[src/rtl/pipe_stall_ctrl_if.sv]
// Hazard inputs and pipeline-register controls exchanged between the
// pipeline datapath (master) and the stall controller (slave).
interface pipe_stall_ctrl_if;
    logic [4:0]  id_rs;
    logic [4:0]  id_rt;
    logic        id_use_rs;
    logic        id_use_rt;
    logic        id_is_md;
    logic        ex_is_load;
    logic [4:0]  ex_rd;
    logic        ex_branch_taken;
    logic        mem_wait;

    logic        pc_we;
    logic        ifid_we;
    logic        ifid_flush;
    logic        idex_we;
    logic        idex_bubble;
    logic        md_go;
    logic        md_busy;
    logic        md_done;
    logic [31:0] stall_cnt;

    modport master (
        output id_rs, id_rt, id_use_rs, id_use_rt, id_is_md,
        output ex_is_load, ex_rd, ex_branch_taken, mem_wait,
        input  pc_we, ifid_we, ifid_flush, idex_we, idex_bubble,
        input  md_go, md_busy, md_done, stall_cnt
    );

    modport slave (
        input  id_rs, id_rt, id_use_rs, id_use_rt, id_is_md,
        input  ex_is_load, ex_rd, ex_branch_taken, mem_wait,
        output pc_we, ifid_we, ifid_flush, idex_we, idex_bubble,
        output md_go, md_busy, md_done, stall_cnt
    );
endinterface

[src/rtl/pipe_stall_ctrl.sv]
// Hazard/stall controller for the 5-stage pipeline: resolves memory wait,
// taken-branch flush, mul/div occupancy and load-use under fixed priority,
// and counts stalled cycles (saturating) for performance debug.
module pipe_stall_ctrl #(
    parameter int unsigned MD_LATENCY = 32,
    parameter int unsigned CW         = 6
) (
    input logic              clk,
    input logic              clrn,
    pipe_stall_ctrl_if.slave bus
);

    // Counter preload so that MD_WAIT lasts exactly MD_LATENCY cycles.
    localparam logic [CW-1:0] MdInit = CW'(MD_LATENCY - 1);

    typedef enum logic [0:0] {StRun, StMdWait} state_e;

    state_e        state_q, state_d;
    logic [CW-1:0] md_cnt_q, md_cnt_d;
    logic [31:0]   stall_cnt_q, stall_cnt_d;

    logic lu;
    logic md_zero;
    logic pc_we, ifid_we, ifid_flush, idex_we, idex_bubble, md_go, md_busy, md_done;

    assign md_zero = (md_cnt_q == '0);

    // Load-use: EX load writes a register that the ID instruction actually reads.
    assign lu = bus.ex_is_load && (bus.ex_rd != 5'd0) &&
                ((bus.id_use_rs && (bus.id_rs == bus.ex_rd)) ||
                 (bus.id_use_rt && (bus.id_rt == bus.ex_rd)));

    // State register: FSM state, mul/div down-counter and stall counter.
    always_ff @(posedge clk or negedge clrn) begin
        if (!clrn) begin
            state_q     <= StRun;
            md_cnt_q    <= '0;
            stall_cnt_q <= '0;
        end else begin
            state_q     <= state_d;
            md_cnt_q    <= md_cnt_d;
            stall_cnt_q <= stall_cnt_d;
        end
    end

    // Next-state: mul/div occupancy counts down regardless of mem_wait.
    always_comb begin
        state_d     = state_q;
        md_cnt_d    = md_cnt_q;
        stall_cnt_d = stall_cnt_q;
        unique case (state_q)
            StRun: begin
                if (md_go) begin
                    state_d  = StMdWait;
                    md_cnt_d = MdInit;
                end
            end
            StMdWait: begin
                if (md_zero) begin
                    state_d = StRun;
                end else begin
                    md_cnt_d = md_cnt_q - CW'(1);
                end
            end
            default: state_d = StRun;
        endcase
        if (!pc_we && (stall_cnt_q != 32'hFFFF_FFFF)) begin
            stall_cnt_d = stall_cnt_q + 32'd1;
        end
    end

    // Output decode in priority order; everything held low during reset.
    always_comb begin
        pc_we       = 1'b0;
        ifid_we     = 1'b0;
        ifid_flush  = 1'b0;
        idex_we     = 1'b0;
        idex_bubble = 1'b0;
        md_go       = 1'b0;
        if (clrn) begin
            if (bus.mem_wait) begin
                // Whole pipeline holds; all controls stay low.
            end else if ((state_q == StRun) && bus.ex_branch_taken) begin
                // Wrong-path fetch and ID instruction (including a mul/div) squashed.
                pc_we       = 1'b1;
                ifid_we     = 1'b1;
                idex_we     = 1'b1;
                ifid_flush  = 1'b1;
                idex_bubble = 1'b1;
            end else if (state_q == StMdWait) begin
                idex_we     = 1'b1;
                idex_bubble = 1'b1;
            end else if (lu) begin
                idex_we     = 1'b1;
                idex_bubble = 1'b1;
            end else begin
                pc_we   = 1'b1;
                ifid_we = 1'b1;
                idex_we = 1'b1;
                md_go   = bus.id_is_md;
            end
        end
        md_busy = clrn && (state_q == StMdWait);
        md_done = md_busy && md_zero;
    end

    assign bus.pc_we       = pc_we;
    assign bus.ifid_we     = ifid_we;
    assign bus.ifid_flush  = ifid_flush;
    assign bus.idex_we     = idex_we;
    assign bus.idex_bubble = idex_bubble;
    assign bus.md_go       = md_go;
    assign bus.md_busy     = md_busy;
    assign bus.md_done     = md_done;
    assign bus.stall_cnt   = clrn ? stall_cnt_q : 32'd0;

endmodule

[src/flat_wrapper.sv]
// flat-port wrapper written by rule: the top's interface ports become plain ports
module pipe_stall_ctrl_flat 
#(
    parameter int unsigned MD_LATENCY = 32,
    parameter int unsigned CW         = 6
)
  (clk, clrn, bus_id_rs, bus_id_rt, bus_id_use_rs, bus_id_use_rt, bus_id_is_md, bus_ex_is_load, bus_ex_rd, bus_ex_branch_taken, bus_mem_wait, bus_pc_we, bus_ifid_we, bus_ifid_flush, bus_idex_we, bus_idex_bubble, bus_md_go, bus_md_busy, bus_md_done, bus_stall_cnt);
  pipe_stall_ctrl_if bus_i ();
  input logic clk;
  input logic clrn;
  input wire logic [$bits(bus_i.id_rs)-1:0] bus_id_rs;
  input wire logic [$bits(bus_i.id_rt)-1:0] bus_id_rt;
  input wire logic [$bits(bus_i.id_use_rs)-1:0] bus_id_use_rs;
  input wire logic [$bits(bus_i.id_use_rt)-1:0] bus_id_use_rt;
  input wire logic [$bits(bus_i.id_is_md)-1:0] bus_id_is_md;
  input wire logic [$bits(bus_i.ex_is_load)-1:0] bus_ex_is_load;
  input wire logic [$bits(bus_i.ex_rd)-1:0] bus_ex_rd;
  input wire logic [$bits(bus_i.ex_branch_taken)-1:0] bus_ex_branch_taken;
  input wire logic [$bits(bus_i.mem_wait)-1:0] bus_mem_wait;
  output wire logic [$bits(bus_i.pc_we)-1:0] bus_pc_we;
  output wire logic [$bits(bus_i.ifid_we)-1:0] bus_ifid_we;
  output wire logic [$bits(bus_i.ifid_flush)-1:0] bus_ifid_flush;
  output wire logic [$bits(bus_i.idex_we)-1:0] bus_idex_we;
  output wire logic [$bits(bus_i.idex_bubble)-1:0] bus_idex_bubble;
  output wire logic [$bits(bus_i.md_go)-1:0] bus_md_go;
  output wire logic [$bits(bus_i.md_busy)-1:0] bus_md_busy;
  output wire logic [$bits(bus_i.md_done)-1:0] bus_md_done;
  output wire logic [$bits(bus_i.stall_cnt)-1:0] bus_stall_cnt;
  assign bus_i.id_rs = bus_id_rs;
  assign bus_i.id_rt = bus_id_rt;
  assign bus_i.id_use_rs = bus_id_use_rs;
  assign bus_i.id_use_rt = bus_id_use_rt;
  assign bus_i.id_is_md = bus_id_is_md;
  assign bus_i.ex_is_load = bus_ex_is_load;
  assign bus_i.ex_rd = bus_ex_rd;
  assign bus_i.ex_branch_taken = bus_ex_branch_taken;
  assign bus_i.mem_wait = bus_mem_wait;
  assign bus_pc_we = bus_i.pc_we;
  assign bus_ifid_we = bus_i.ifid_we;
  assign bus_ifid_flush = bus_i.ifid_flush;
  assign bus_idex_we = bus_i.idex_we;
  assign bus_idex_bubble = bus_i.idex_bubble;
  assign bus_md_go = bus_i.md_go;
  assign bus_md_busy = bus_i.md_busy;
  assign bus_md_done = bus_i.md_done;
  assign bus_stall_cnt = bus_i.stall_cnt;
  pipe_stall_ctrl #(.MD_LATENCY(MD_LATENCY), .CW(CW)) u_core (.clk(clk), .clrn(clrn), .bus(bus_i));
endmodule
[config.mk]
export PLATFORM = sky130hd
export DESIGN_NAME = pipe_stall_ctrl_flat
export DESIGN_NICKNAME = d
export VERILOG_FILES = /design/src/rtl/pipe_stall_ctrl_if.sv /design/src/rtl/pipe_stall_ctrl.sv /design/src/flat_wrapper.sv
export SDC_FILE = /design/constraint.sdc
export NUM_CORES = 1
export LEC_CHECK = 0
export ABC_AREA = 1
export BUFFER_PORTS_ARGS = -buffer_cell sky130_fd_sc_hd__buf_2
export CORE_ASPECT_RATIO = 1.75
export CORE_MARGIN = 4
export CORE_UTILIZATION = 43
export DETAILED_ROUTE_END_ITERATION = 10
export GPL_TIMING_DRIVEN = 0
export PLACE_DENSITY = 0.71
export SYNTH_ARGS = -nofsm -noshare
export SYNTH_HDL_FRONTEND = slang
export SYNTH_SLANG_ARGS = --single-unit
[constraint.sdc]
create_clock -name clk -period 7.9 [get_ports clk]
set_input_delay 2.37 -clock clk [delete_from_list [all_inputs] [get_ports clk]]
set_output_delay 2.37 -clock clk [all_outputs]
set_load 0.05 [all_outputs]
==> results.cfg <==
[placement]
gp_congestion = 0.941
placed_area_um2 = 3600
hpwlAfterDp_um = 7470
numPortBuffers = 62
dp_slack_ns = 0.537

[min_path]
worstHoldEndpoint = u_core.md_cnt_q[3]
min_path_type = flip-flop to flip-flop
worstHoldStart = u_core.md_cnt_q[3]
holdPathStages = 2

[clock_network]
cts_resized = 0
cts_max_path_buffers = 2
clk_pin_slew_worst_paths_ns = 0.06
clock-sinks = 39
cts_setup_buffers = 0
cts_tree = yes
clock_latency_ns = 0.29
numCtsBuffers = 5
htreeDepth = 2
hold_buffers = 0
cts-root-buf = clkbuf_16

[drt]
viasPerCell = 5.06
drt_iter0_drc = 264
wl_met1_um = 3430
wl_met2_um = 5170
met3_wirelength_um = 374
wl_per_cell_um = 13.8
maxUsedRoutingLayer = met4
drc_errors = 0
num_vias = 3453
first_pass_iters = 4
ant_nets = 0
wirelength_um = 9390

[yosys]
syn_area_um2 = 3180
ys.warnings.count = 0
synth.distinct_cells = 26
yosysTopAreaCellShare_pct = 30.7
yosysSeqAreaShare_pct = 30.7
synth_area_leader_cell = dfrtp_1
avgSynthCellArea_um2 = 6.05
ys_ff_latch = 39
synth_nets = 552
synth_area_leaders = dfrtp_1 (31%), nand2_1 (27%), inv_1 (8.3%), nand4_1 (7.5%), nor2_1 (7.0%)
syn_inst = 526

[floorplan]
initial_utilization_pct = 44.0
die_y_um = 122
rows = 41
io_pins = 63
die_area_um2 = 8900
die_x_um = 73.0
core_area_um2 = 7230

[sta]
fmax_mhz = 137
maxSlewViolCount = 0
slew-limit-headroom_pct = 39.6
hold_ws_ns = 0.524
timing.final.crit_share_pct = 92.2
finalSetupTns_ns = 0
finalWorstSetupSlack_ns = 0.614
hold_violations = 0
rsz0062_at_grt = no
period_needed_ns = 7.29
worstMarginPinSlew_ns = 0.905
setup_violations = 0
skew_ns = 0.00469

[power_and_ir_drop]
switching_share_pct = 41.2
p_comb_share_pct = 36.9
vdd_drop_max_uv = 166
power.switching_mw = 0.307
internal_power_mw = 0.438
p_clk_share_pct = 26.8
seqPwrFrac_pct = 36.3
p_leak_nw = 2.29
p_per_area_nw_per_um2 = 199

[grt]
grt_pass1_wl_um = 15200
grt_usage_pct = 22.2
grt_antenna_before_repair = 0
grt_max_degree = 41
grt_pass1_vias = 3235
grt_overflow_total = 0

[setup_path]
cpPeakStageDelay_ns = 0.68
reg2reg_slack_ns = 5.69
cp_max_fo = 40
critical_path.most_common_cell = buf_2
path_cells = buf_2 > buf_2 > inv_2 > nor2_1 > nand2_1 > clkbuf_1 > nand2_1 > buf_4 > buf_2
worstSetupPathType = primary input to output pin
cp_slowest_cell = buf_2
worstSetupEndpointType = output pin
crit_required_ns = 5.53
crit_arrival_ns = 4.92
worstSetupStartpointType = primary input
worstRegToRegCells = 9
worstReg2RegEnd = u_core.stall_cnt_q[18]
reg2reg_from = u_core.stall_cnt_q[0]

[run_status]
status = finished, final reports clean

[finish]
multi_input_area_um2 = 1830
area_growth_pct = 17.5
post-route-util_pct = 51.7
diodes = 0
nFillCells = 769
seqCellArea_um2 = 976
layout_commonest_cell = nand2_1
nets = 621
final_cell_mix = nand2_1 (230), inv_1 (70), buf_2 (68)
design_area_um2 = 3740
layout-drive-gt1-share_pct = 15.1

[run]
max_cap_violations = 0
layer usage:
layer	GRT usage (%)	vias up
li1	-	1765
met1	24.0	1580
met2	40.2	78
met3	3.39	30
met4	11.7	0
met5	0	-
per-stage QoR:
stage          instances  power (mW)
2_1_floorplan        526       0.475
3_5_place_dp         674       0.547
3_3_place_gp         674       0.541
5_1_grt              682       0.796
6_report             682       0.745
4_1_cts              682       0.748
cell families after synthesis:
group | synth area share, %
XOR/XNOR | 5.50
flip-flops | 30.7
adder cells (fa/ha/maj) | 1.18
AND/OR/NAND/NOR | 50.7
buffers and inverters | 11.8
AO/OA/AOI/OAI | 0.157
flip-flops by register name (all words and copies together), names as in the netlist:
signal and cells:
u_core.state_q 1, u_core.md_cnt_q 6, u_core.stall_cnt_q 32
power groups by stage:
stage	Combinational [mW]	Sequential (mW)	Clock (mW)
6_report	0.275	0.270	0.200
5_1_grt	0.311	0.275	0.210
4_1_cts	0.277	0.269	0.202
2_1_floorplan	0.212	0.263	0
3_3_place_gp	0.269	0.272	0
3_5_place_dp	0.274	0.273	0
layout make-up:
class	count	area share [%]
Buffer	19	2.81
Clock buffer	7	3.55
Clock inverter	1	0.134
Inverter	72	7.23
Multi-Input combinational cell	396	49.0
Sequential cell	39	26.1
Tap cell	86	2.88
Timing Repair Buffer	62	8.30
synth_stat cells:
cell type / instances
dfrtp_1: 39
nand3_2: 2
nor4_2: 1
nor2_2: 1
buf_4: 1
nand4_1: 38
nor3_1: 5
nand3_1: 18
ha_1: 3
nor2_4: 1
nand4_2: 1
buf_6: 3
clkbuf_1: 8
nor2_1: 59
inv_1: 70
nand2_2: 1
nand3b_1: 11
nand2_1: 230
inv_2: 2
xnor2_1: 9
buf_2: 6
o21ai_0: 1
xor2_1: 11
nor4_1: 1
or2_2: 3
buf_1: 1
critical path, delay by kind of cell:
| kind | cells | cell delay, ns |
|---|---|---|
| buffers and inverters | 6 | 1.78 |
| AND/OR/NAND/NOR | 3 | 0.72 |
worst max path at each step:
stage                     depth (start not counted)  startpoint        end  slack, ns
after floorplan                                   7        clrn  bus_pc_we       0.87
after global placement                            9        clrn  bus_pc_we       0.58
after detailed placement                          9        clrn  bus_pc_we       0.54
after CTS                                         9        clrn  bus_pc_we       0.52
after global routing                              9        clrn  bus_pc_we       0.26
final                                             9        clrn  bus_pc_we       0.61
Note: power is estimated with default switching activity, not from simulation.
